`src/rtl/write_back_buffer_pkg.sv`:
```
// Shared types and field widths for the write-back buffer
// and the cache controller that feeds it.
package write_back_buffer_pkg;

  localparam int WBB_ADDR_W = 16;
  localparam int WBB_DATA_W = 32;
  localparam int WBB_DEPTH  = 4;
  localparam int WBB_PTR_W  = 2;

  typedef enum logic [1:0] {
    IDLE  = 2'd0,
    DRAIN = 2'd1,
    FLUSH = 2'd2
  } wbb_state_e;

endpackage

```
`src/rtl/write_back_buffer_match.sv`:
```
// Per-entry address compare with youngest-match select,
// shared by the coalescing and lookup paths.
module wbb_match #(
  parameter int ADDR_WIDTH = 16,
  parameter int DEPTH      = 4,
  parameter int PTR_W      = 2
) (
  input  logic [DEPTH-1:0][ADDR_WIDTH-1:0] addr_i,
  input  logic [DEPTH-1:0]                 valid_i,
  input  logic [DEPTH-1:0]                 excl_i,
  input  logic [PTR_W-1:0]                 rd_ptr_i,
  input  logic [ADDR_WIDTH-1:0]            key_i,
  output logic                             hit_o,
  output logic [PTR_W-1:0]                 sel_o
);

  logic [DEPTH-1:0] match;
  logic [PTR_W-1:0] idx;

  always_comb begin
    match = '0;
    for (int i = 0; i < DEPTH; i++) begin
      match[i] = valid_i[i] && !excl_i[i]
                 && (addr_i[i] == key_i);
    end
  end

  // Walk oldest to youngest so the last hit wins.
  always_comb begin
    hit_o = 1'b0;
    sel_o = '0;
    idx   = '0;
    for (int k = 0; k < DEPTH; k++) begin
      idx = rd_ptr_i + PTR_W'(k);
      if (match[idx]) begin
        hit_o = 1'b1;
        sel_o = idx;
      end
    end
  end

endmodule

```
`src/rtl/write_back_buffer.sv`:
```
// Write-back buffer: coalescing FIFO of dirty victims
// drained to RAM whenever the RAM port is granted.
module write_back_buffer
  import write_back_buffer_pkg::*;
#(
  parameter int ADDR_WIDTH = WBB_ADDR_W,
  parameter int DATA_WIDTH = WBB_DATA_W,
  parameter int DEPTH      = WBB_DEPTH,
  parameter int PTR_W      = WBB_PTR_W
) (
  input  logic                  clk,
  input  logic                  rst_n,
  input  logic                  push_valid,
  output logic                  push_ready,
  input  logic [ADDR_WIDTH-1:0] push_addr,
  input  logic [DATA_WIDTH-1:0] push_data,
  input  logic [ADDR_WIDTH-1:0] lookup_addr,
  output logic                  lookup_hit,
  output logic [DATA_WIDTH-1:0] lookup_data,
  input  logic                  ram_grant,
  output logic                  ram_writeEnable,
  output logic [ADDR_WIDTH-1:0] ram_addr,
  output logic [DATA_WIDTH-1:0] ram_writeData,
  input  logic                  flush_req,
  output logic                  flush_done,
  output logic                  empty,
  output logic                  full,
  output logic [PTR_W:0]        count
);

  logic [DEPTH-1:0][ADDR_WIDTH-1:0] addr_q;
  logic [DEPTH-1:0][DATA_WIDTH-1:0] data_q;
  logic [DEPTH-1:0] valid_q, valid_d;
  logic [PTR_W-1:0] wr_ptr_q, wr_ptr_d;
  logic [PTR_W-1:0] rd_ptr_q, rd_ptr_d;
  logic [PTR_W:0]   count_q, count_d;
  wbb_state_e       state_q, state_d;

  logic             drain, push_fire, alloc;
  logic             coal_hit, lk_hit;
  logic [PTR_W-1:0] coal_sel, lk_sel;
  logic [DEPTH-1:0] excl, no_excl;

  assign empty = (count_q == '0);
  assign full  = (count_q == (PTR_W+1)'(DEPTH));
  assign count = count_q;

  assign drain           = !empty && ram_grant;
  assign ram_writeEnable = drain;
  assign ram_addr      = empty ? '0 : addr_q[rd_ptr_q];
  assign ram_writeData = empty ? '0 : data_q[rd_ptr_q];

  // The head leaving this cycle must not absorb a push.
  always_comb begin
    excl = '0;
    if (drain) excl[rd_ptr_q] = 1'b1;
  end

  assign no_excl = '0;

  wbb_match #(
    .ADDR_WIDTH (ADDR_WIDTH),
    .DEPTH      (DEPTH),
    .PTR_W      (PTR_W)
  ) u_push_match (
    .addr_i   (addr_q),
    .valid_i  (valid_q),
    .excl_i   (excl),
    .rd_ptr_i (rd_ptr_q),
    .key_i    (push_addr),
    .hit_o    (coal_hit),
    .sel_o    (coal_sel)
  );

  wbb_match #(
    .ADDR_WIDTH (ADDR_WIDTH),
    .DEPTH      (DEPTH),
    .PTR_W      (PTR_W)
  ) u_lookup_match (
    .addr_i   (addr_q),
    .valid_i  (valid_q),
    .excl_i   (no_excl),
    .rd_ptr_i (rd_ptr_q),
    .key_i    (lookup_addr),
    .hit_o    (lk_hit),
    .sel_o    (lk_sel)
  );

  assign push_ready = (state_q != FLUSH)
                      && (!full || coal_hit);
  assign push_fire  = push_valid && push_ready;
  assign alloc      = push_fire && !coal_hit;

  assign lookup_hit  = lk_hit;
  assign lookup_data = lk_hit ? data_q[lk_sel] : '0;
  assign flush_done  = (state_q == FLUSH) && empty;

  always_comb begin
    valid_d  = valid_q;
    wr_ptr_d = wr_ptr_q;
    rd_ptr_d = rd_ptr_q;
    if (drain) begin
      valid_d[rd_ptr_q] = 1'b0;
      rd_ptr_d = rd_ptr_q + PTR_W'(1);
    end
    if (alloc) begin
      valid_d[wr_ptr_q] = 1'b1;
      wr_ptr_d = wr_ptr_q + PTR_W'(1);
    end
    count_d = count_q + (PTR_W+1)'(alloc)
                      - (PTR_W+1)'(drain);
  end

  always_comb begin
    state_d = state_q;
    unique case (state_q)
      IDLE: begin
        if (flush_req)   state_d = FLUSH;
        else if (!empty) state_d = DRAIN;
      end
      DRAIN: begin
        if (flush_req)  state_d = FLUSH;
        else if (empty) state_d = IDLE;
      end
      FLUSH: begin
        if (empty) state_d = IDLE;
      end
      default: state_d = IDLE;
    endcase
  end

  always_ff @(posedge clk or negedge rst_n) begin
    if (!rst_n) begin
      valid_q  <= '0;
      wr_ptr_q <= '0;
      rd_ptr_q <= '0;
      count_q  <= '0;
      state_q  <= IDLE;
    end else begin
      valid_q  <= valid_d;
      wr_ptr_q <= wr_ptr_d;
      rd_ptr_q <= rd_ptr_d;
      count_q  <= count_d;
      state_q  <= state_d;
    end
  end

  // Payload needs no reset; valid bits qualify it.
  always_ff @(posedge clk) begin
    if (alloc) begin
      addr_q[wr_ptr_q] <= push_addr;
      data_q[wr_ptr_q] <= push_data;
    end else if (push_fire) begin
      data_q[coal_sel] <= push_data;
    end
  end

endmodule

```
`config.mk`:
```
export PLATFORM = sky130hd
export DESIGN_NAME = write_back_buffer
export DESIGN_NICKNAME = d
export VERILOG_FILES = /design/src/rtl/write_back_buffer_pkg.sv /design/src/rtl/write_back_buffer_match.sv /design/src/rtl/write_back_buffer.sv
export SDC_FILE = /design/constraint.sdc
export NUM_CORES = 1
export LEC_CHECK = 0
export CORE_ASPECT_RATIO = 1.25
export CORE_MARGIN = 10
export CORE_UTILIZATION = 55
export DETAILED_ROUTE_END_ITERATION = 7
export HOLD_SLACK_MARGIN = 0.02
export PLACE_DENSITY = 0.79
export SKIP_CTS_REPAIR_TIMING = 1
export SLEW_MARGIN = 25
export SYNTH_ARGS = -nofsm -noshare
export SYNTH_HDL_FRONTEND = slang
export SYNTH_SLANG_ARGS = --single-unit
```
`constraint.sdc`:
```
create_clock -name clk -period 5.3 [get_ports clk]
set_clock_uncertainty 0.15 [all_clocks]
set_input_delay 1.06 -clock clk [delete_from_list [all_inputs] [get_ports clk]]
set_output_delay 1.06 -clock clk [all_outputs]
set_load 0.005 [all_outputs]
```
==> impl_metrics.py, run 1 <==
metrics = {
    "floorplan": {
        "die_x_um": 152,
        "start_util": 0.556,
        "fp.dieArea_mm2": 0.0280,
        "io_pins": 158,
        "die_y_um": 185,
        "core-area_mm2": 0.0215,
        "num_rows": 60,
    },
    "logic_synthesis": {
        "ys_seq_elements": 205,
        "synth_area_leaders": "edfxtp_1 48%, mux4_2 9.1%, xor2_1 8.1%",
        "netlist_area_mm2": 0.0119,
        "ys.flop_type": "edfxtp_1",
        "async_flop_share": 0.0634,
        "syn-num-nets": 961,
        "yosysTopAreaCellShare": 0.483,
        "yosysWarnings": 0,
        "synth_cell_types": 63,
        "yosysMostFrequentCell": "edfxtp_1",
        "synth_edf_count": 192,
        "avgSynthCellArea_um2": 13.5,
        "seq_area_frac_synth": 0.510,
        "synth_common_cells": "192 x edfxtp_1, 114 x nor2b_1, 111 x xor2_1, 67 x and2_1, 64 x mux2i_1",
        "synth.largest_area_cell": "edfxtp_1",
        "syn_inst": 881,
    },
    "timing": {
        "setup_violations": 0,
        "hold_violations": 0,
        "fmax_ghz": 0.192,
        "fin_crit_sh": 0.983,
        "post-route-min-period_ns": 5.21,
        "drv_slew": 0,
        "setup_slack_ns": 0.0879,
        "setup-tns-final_ns": 0,
        "relSlewSlack": 0.360,
        "fin_hold_ws_ns": 0.328,
        "tightestPinTransition_ns": 0.959,
    },
    "placed_design": {
        "dp.final_hpwl_um": 23000,
        "dp_slack_ns": -0.427,
        "place_area_mm2": 0.0144,
        "gp_congestion": 0.902,
        "port-buffer-count": 157,
    },
    "worst_setup_path": {
        "crit_buf_inv": 6,
        "critPathCaptureType": "output pin",
        "required_ns": 4.09,
        "worstSetupPathType": "in -> out",
        "cp_slowest_cell": "or3_4",
        "r2r-start": "rd_ptr_q[1]",
        "cp-start-kind": "input port",
        "max_stage_delay_ns": 0.42,
        "r2r_cells": 13,
        "crit_arrival_ns": 4.00,
        "reg2reg_slack_ns": 1.12,
        "path_common_cell": "dlymetal6s2s_1",
        "worstPathCellList": "dlymetal6s2s_1, xor2_1, nor4_2, nand2_1, or3_4, or2_0, a311oi_4, buf_6, buf_12, buf_16, buf_4, mux2i_2, o22ai_2, dlymetal6s2s_1",
        "crit_start": "lookup_addr[4]",
        "path_delay_family": "simple AND/OR/NAND/NOR gates",
        "r2r-end": "count[2]",
        "worst-path-max-fanout": 6,
    },
    "clock_network": {
        "clk_pin_slew_ns": 0.06,
        "numCtsBuffers": 21,
        "htreeDepth": 1,
        "cts.sink_count": 205,
        "clkLatencyLatePin_ns": 0.51,
        "clockBufferDepth": 3,
        "cts_tree": "yes",
        "root_buffer": "clkbuf_16",
    },
    "global_routing": {
        "grt_overflow": 0,
        "grt_pass1_wl_um": 48900,
        "grt_use_total": 0.229,
        "grt_antenna_before_repair": 1,
        "grt_pass1_vias": 8830,
        "grt_max_degree": 54,
    },
    "drt": {
        "dr.pass1.iters": 5,
        "num_vias": 8261,
        "viasPerCell": 5.81,
        "drt_iter0_drc": 535,
        "drc": 0,
        "drt-wirelength-per-cell_um": 23.5,
        "drt_wl_total_um": 33400,
        "ant_nets": 0,
    },
    "pwr": {
        "power.density_mw_per_mm2": 409,
        "total_power_mw": 6.43,
        "power_leakage_nw": 6.17,
        "vdd_drop_max_mv": 0.346,
    },
    "layout": {
        "multi_input_area_mm2": 0.00585,
        "drive_gt1_frac": 0.256,
        "design_area_mm2": 0.0157,
        "syn_to_final_growth_pct": 31.8,
        "n_fill_cell": 1411,
        "nets": 1206,
        "register_area_mm2": 0.00610,
    },
    "outcome": {
        "outcome": "finished, final reports clean",
    },
    "hold_path": {
        "whs_endpoint": "state_q[0]",
        "hold_depth": 1,
        "worstHoldStart": "state_q[1]",
        "min_path_type": "reg -> reg",
    },
    "flow_run": {
        "maxCapViolations": 0,
    },
}
layout by cell type (no fill, tap or decap), types with 11 or more instances in the layout:
cell             instances
and2_1                  67
buf_12                  11
buf_4                   93
clkbuf_16               23
clkdlybuf4s50_1        109
dfrtp_1                 11
dlymetal6s2s_1          47
edfxtp_1               192
inv_1                   13
mux2i_1                 32
mux2i_2                 22
mux4_2                  48
nand2_1                 25
nor2b_1                112
nor4_1                  23
o22ai_2                 31
xnor2_1                 16
xor2_1                 110
registers in the layout (all words and copies together) (netlist names):
signal and count:
wr_ptr_q 2, addr_q 64, rd_ptr_q 2, data_q 128, valid_q 4, state_q 2
count 3
stage by stage:
step	utilization	cells
6_report	0.733	1421
5_1_grt	0.733	1420
4_1_cts	0.699	1395
3_5_place_dp	0.670	1357
3_3_place_gp	0.670	1357
2_1_floorplan	-	881
area by class of cell:
type / count / area share
clock buffers: 24 / 0.0341
repair buffers: 268 / 0.174
clock inverters: 14 / 0.00652
multi-input cells: 615 / 0.372
well taps: 279 / 0.0222
inverters: 15 / 0.00358
flip-flops and latches: 205 / 0.388
diodes: 1 / 0.000159
per-layer routing:
| metal | share of wire | global-route usage |
|---|---|---|
| met4 | 0.045 | 0.108 |
| met5 | 0 | 0 |
| met1 | 0.36 | 0.251 |
| met3 | 0.066 | 0.0461 |
| met2 | 0.52 | 0.412 |
worst max path at each step:
stage                            to  cells after the start
floorplan                 data_q[0]                     10
global route        lookup_data[21]                     17
detailed placement   lookup_data[7]                     12
finish              lookup_data[13]                     14
CTS                  lookup_data[7]                     12
global placement    lookup_data[31]                     13
report_power, final:
group | switching (mW) | internal (mW) | total (mW)
sequential | 0.219 | 2.10 | 2.32
clock | 0.601 | 0.780 | 1.38
combinational | 1.31 | 1.43 | 2.74
cells by family (layout without fill, tap and decap cells):
group,Yosys count,in the layout,share of synthesized area
compound gates,69,69,0.0578
simple gates,291,291,0.145
buf+inv,61,321,0.0332
mux,112,112,0.144
fa+ha+maj,11,11,0.0122
flops,205,205,0.510
other cells,0,1,0
xor+xnor,132,132,0.0969
No activity file was read; power rests on OpenSTA's default activity.
==> run 2, diff against run 1 <==
CORE_ASPECT_RATIO = 0.8   (was 1.25)
==> impl_metrics.py, run 2 (synthesized netlist as in run 1, its figures left out) <==
metrics = {
    "placed_design": {
        "dp.final_hpwl_um": 22400,
        "port-buffer-count": 157,
        "place_area_mm2": 0.0143,
        "dp_slack_ns": -0.324,
        "gp_congestion": 0.920,
        "place_inst": 1342,
    },
    "global_routing": {
        "grt_antenna_before_repair": 1,
        "grt_use_total": 0.229,
        "grt_overflow": 0,
        "grt_pass1_wl_um": 49800,
        "grt_max_degree": 52,
        "grt_pass1_vias": 8624,
    },
    "pwr": {
        "power.density_mw_per_mm2": 414,
        "power_leakage_nw": 6.15,
        "p_switching_mw": 2.16,
        "clkPwrFrac": 0.223,
        "total_power_mw": 6.51,
        "p_int_mw": 4.35,
        "switching_share": 0.331,
        "power_frac_comb": 0.421,
        "vdd_drop_max_mv": 0.376,
        "pwr-share-seq": 0.356,
    },
    "clock_network": {
        "cts_tree": "yes",
        "clk_pin_slew_ns": 0.06,
        "cts.sink_count": 205,
        "root_buffer": "clkbuf_16",
        "numCtsBuffers": 21,
        "clockBufferDepth": 3,
        "clkLatencyLatePin_ns": 0.50,
        "htreeDepth": 1,
    },
    "timing": {
        "hold_violations": 0,
        "setup-tns-final_ns": 0,
        "drv_slew": 0,
        "setup_slack_ns": 0.0668,
        "relSlewSlack": 0.535,
        "fin_crit_sh": 0.987,
        "tightestPinTransition_ns": 0.692,
        "post-route-min-period_ns": 5.23,
        "setup_violations": 0,
        "fmax_ghz": 0.191,
    },
    "hold_path": {
        "min_path_type": "reg -> reg",
    },
    "layout": {
        "top_register": "data_q",
        "nets": 1201,
        "syn_to_final_growth_pct": 31.7,
        "final_common_cell": "edfxtp_1",
        "final_cells": 1412,
        "largest_register_ffs": 128,
        "drive_gt1_frac": 0.266,
        "design_area_mm2": 0.0157,
        "layout_common_cells": "192 x edfxtp_1, 112 x nor2b_1, 110 x clkdlybuf4s50_1",
        "largestRegisters": "data_q x128, addr_q x64, valid_q x4",
    },
    "worst_setup_path": {
        "required_ns": 4.09,
        "worst-path-max-fanout": 5,
        "worstSetupPathType": "in -> out",
        "r2r-start": "rd_ptr_q[0]",
        "crit_start": "lookup_addr[14]",
        "critPathCaptureType": "output pin",
        "reg2reg_slack_ns": 1.08,
        "crit_arrival_ns": 4.02,
        "cp-endpoint": "lookup_data[7]",
        "r2r_cells": 13,
        "cp-start-kind": "input port",
        "r2r-end": "count[2]",
    },
    "drt": {
        "num_vias": 8392,
        "ant_nets": 0,
        "drt-wirelength-per-cell_um": 24.0,
        "drt_wl_total_um": 33800,
        "drc": 0,
        "viasPerCell": 5.94,
        "drt_iter0_drc": 797,
        "dr.pass1.iters": 5,
    },
    "floorplan": {
        "start_util": 0.557,
        "core-area_mm2": 0.0214,
        "fp.dieArea_mm2": 0.0280,
        "die_x_um": 185,
        "num_rows": 48,
        "die_y_um": 152,
        "io_pins": 158,
    },
    "flow_run": {
        "maxCapViolations": 0,
    },
    "outcome": {
        "outcome": "finished, final reports clean",
    },
}
## run 2: layout make-up
| type | count | area (um2) |
|---|---|---|
| Multi-Input combinational cell | 615 | 5890 |
| Timing Repair Buffer | 263 | 2660 |
| Sequential cell | 205 | 6100 |
| Fill cell | 1380 | 5720 |
| Clock inverter | 14 | 129 |
| Tap cell | 275 | 344 |
| Antenna cell | 1 | 2.50 |
| Clock buffer | 24 | 537 |
| Inverter | 15 | 56.3 |
## run 2: how the worst min path moves through the flow
stage	start	end	cells past startpoint
2_1_floorplan	state_q[1]	state_q[0]	1
3_3_place_gp	state_q[1]	state_q[0]	1
3_5_place_dp	state_q[1]	state_q[0]	1
4_1_cts	state_q[1]	state_q[0]	1
5_1_grt	state_q[1]	state_q[0]	1
6_report	state_q[1]	state_q[0]	1
## run 2: per-stage QoR
stage / hold WS (ns) / util
after floorplan: 0.281 / -
after global placement: 0.298 / 0.665
after detailed placement: 0.315 / 0.665
after CTS: 0.326 / 0.696
after global routing: 0.350 / 0.733
final: 0.324 / 0.733
## run 2: layer usage
metal / vias to the layer above / GRT usage / part of all wire
li1: 3747 / - / -
met1: 4220 / 0.309 / 0.41
met2: 390 / 0.379 / 0.49
met3: 35 / 0.0441 / 0.088
met4: 0 / 0.0466 / 0.013
met5: - / 0 / 0
## run 2: worst max-delay path, stage by stage
cell             delay [ns]
clkdlybuf4s50_1        0.46
buf_4                  0.18
xnor2_1                0.20
nand2_1                0.11
or3_4                  0.34
or2_4                  0.26
a311oi_4               0.33
buf_4                  0.17
buf_6                  0.13
buf_4                  0.12
clkbuf_16              0.15
mux2i_2                0.25
o22ai_2                0.11
dlymetal6s2s_1         0.16
## run 2: power by group through the flow
stage               combinational [mW]  clock [mW]  sequential, mW
floorplan                         1.50           0            2.25
global placement                  2.65           0            2.30
detailed placement                2.68           0            2.32
CTS                               2.70        1.47            2.29
global route                      2.96        1.53            2.34
finish                            2.74        1.45            2.31
==> run 3, diff against run 2 <==
CORE_UTILIZATION = 30   (was 55)
MAX_ROUTING_LAYER = met4   (was unset)
PLACE_DENSITY = 0.48   (was 0.79)
==> impl_metrics.py, run 3 (synthesized netlist as in run 1, its figures left out) <==
metrics = {
    "outcome": {
        "outcome": "finished, final reports clean",
    },
    "pwr": {
        "total_power_mw": 6.97,
        "power_leakage_nw": 6.25,
        "power.density_mw_per_mm2": 429,
        "vdd_drop_max_mv": 0.250,
    },
    "placed_design": {
        "port-buffer-count": 157,
        "place_inst": 1620,
        "dp.final_hpwl_um": 25800,
        "gp_congestion": 0.851,
    },
    "layout": {
        "final_common_cell": "edfxtp_1",
        "syn_to_final_growth_pct": 36.0,
        "nets": 1211,
        "final_cells": 1685,
        "drive_gt1_frac": 0.265,
        "largestRegisters": "data_q x128, addr_q x64, valid_q x4",
        "largest_register_ffs": 128,
        "layout_common_cells": "192 x edfxtp_1, 112 x nor2b_1, 109 x clkdlybuf4s50_1",
        "top_register": "data_q",
        "diodes": 0,
        "n_fill_cell": 3721,
    },
    "global_routing": {
        "grt_pass1_vias": 8395,
        "grt_pass1_wl_um": 55300,
        "grt_antenna_before_repair": 0,
        "grt_max_degree": 52,
        "grt_overflow": 0,
        "grt_use_total": 0.155,
    },
    "worst_setup_path": {
        "worst-path-max-fanout": 4,
        "cp-endpoint": "lookup_data[11]",
        "crit_arrival_ns": 4.00,
        "r2r_cells": 10,
        "reg2reg_slack_ns": 0.95,
        "crit_start": "lookup_addr[3]",
        "critPathCaptureType": "output pin",
        "r2r-end": "data_q[109]",
        "r2r-start": "rd_ptr_q[0]",
        "worstSetupPathType": "in -> out",
        "required_ns": 4.09,
        "cp-start-kind": "input port",
    },
    "clock_network": {
        "clockBufferDepth": 3,
        "htreeDepth": 1,
        "numCtsBuffers": 24,
        "cts_tree": "yes",
        "clk_pin_slew_ns": 0.06,
        "cts.sink_count": 205,
        "clkLatencyLatePin_ns": 0.53,
        "root_buffer": "clkbuf_16",
    },
    "drt": {
        "drt_iter0_drc": 544,
        "drc": 0,
        "drt_wl_total_um": 38300,
        "viasPerCell": 4.80,
        "drt-wirelength-per-cell_um": 22.7,
        "dr.pass1.iters": 4,
        "num_vias": 8086,
        "ant_nets": 0,
    },
    "hold_path": {
        "min_path_type": "reg -> reg",
    },
    "timing": {
        "fin_crit_sh": 0.982,
        "setup-tns-final_ns": 0,
        "tightestPinTransition_ns": 0.969,
        "drv_slew": 0,
        "post-route-min-period_ns": 5.21,
        "setup_violations": 0,
        "relSlewSlack": 0.354,
        "hold_violations": 0,
        "fmax_ghz": 0.192,
    },
    "floorplan": {
        "io_pins": 158,
        "start_util": 0.303,
        "fp.dieArea_mm2": 0.0482,
        "num_rows": 65,
        "die_x_um": 243,
        "core-area_mm2": 0.0394,
        "die_y_um": 198,
    },
    "flow_run": {
        "maxCapViolations": 0,
    },
}
==> run 3: cell types whose count changed in the layout (fill, tap and decap cells not counted), moves of 3 or more <==
cell,before,now
clkinvlp_4,0,3
buf_4,89,94
mux2i_4,11,5
mux2i_1,26,32
clkbuf_16,25,29
bufinv_16,2,6
==> run 3: worst min-delay path by stage <==
stage	from	to	depth (start not counted)	slack, ns
final	state_q[1]	state_q[0]	1	0.32
after global routing	state_q[1]	state_q[0]	1	0.35
after CTS	state_q[1]	state_q[0]	1	0.32
after detailed placement	state_q[1]	state_q[0]	1	0.31
after global placement	state_q[1]	state_q[0]	1	0.30
after floorplan	state_q[1]	state_q[0]	1	0.28
==> run 3: cell type report <==
type	count	area, um2	area share
flip-flops and latches	205	6100	0.375
repair buffers	270	2760	0.170
clock inverters	18	248	0.0153
well taps	536	671	0.0413
multi-input cells	615	5780	0.356
inverters	15	56.3	0.00347
clock buffers	26	629	0.0388
==> run 3: power by group <==
group | internal, mW | switching, mW | total [mW]
registers | 2.10 | 0.246 | 2.34
clock network | 1.15 | 0.701 | 1.85
logic | 1.44 | 1.34 | 2.78
==> run 3: critical path, cell delays in order <==
cell and delay (ns):
dlymetal6s2s_1 0.15, buf_4 0.15, xor2_1 0.16, nor4_1 0.46
buf_4 0.21, nand3_1 0.12, nor3_1 0.21, o22a_2 0.22
a311oi_4 0.10, buf_6 0.14, buf_4 0.14, clkbuf_16 0.16
buf_6 0.13, buf_4 0.13, mux2i_1 0.12, o22ai_2 0.19
clkbuf_2 0.15
==> run 3: routing by layer <==
metal / share of wire / GRT usage / wire length (um)
met1: 0.50 / 0.219 / 19000
met2: 0.45 / 0.234 / 17200
met3: 0.043 / 0.0268 / 1650
met4: 0.011 / 0.0245 / 422
met5: 0 / - / 0
==> run 3: per-stage QoR <==
stage                     hold slack, ns  instance area [um2]  utilization  setup slack [ns]
final                              0.320                16200        0.412            0.0940
after global routing               0.347                16200        0.412          -0.00105
after CTS                          0.321                15600        0.397            -0.454
after detailed placement           0.313                14700        0.375            -0.443
after global placement             0.298                14700        0.375            -0.450
after floorplan                    0.281                11900            -             0.253
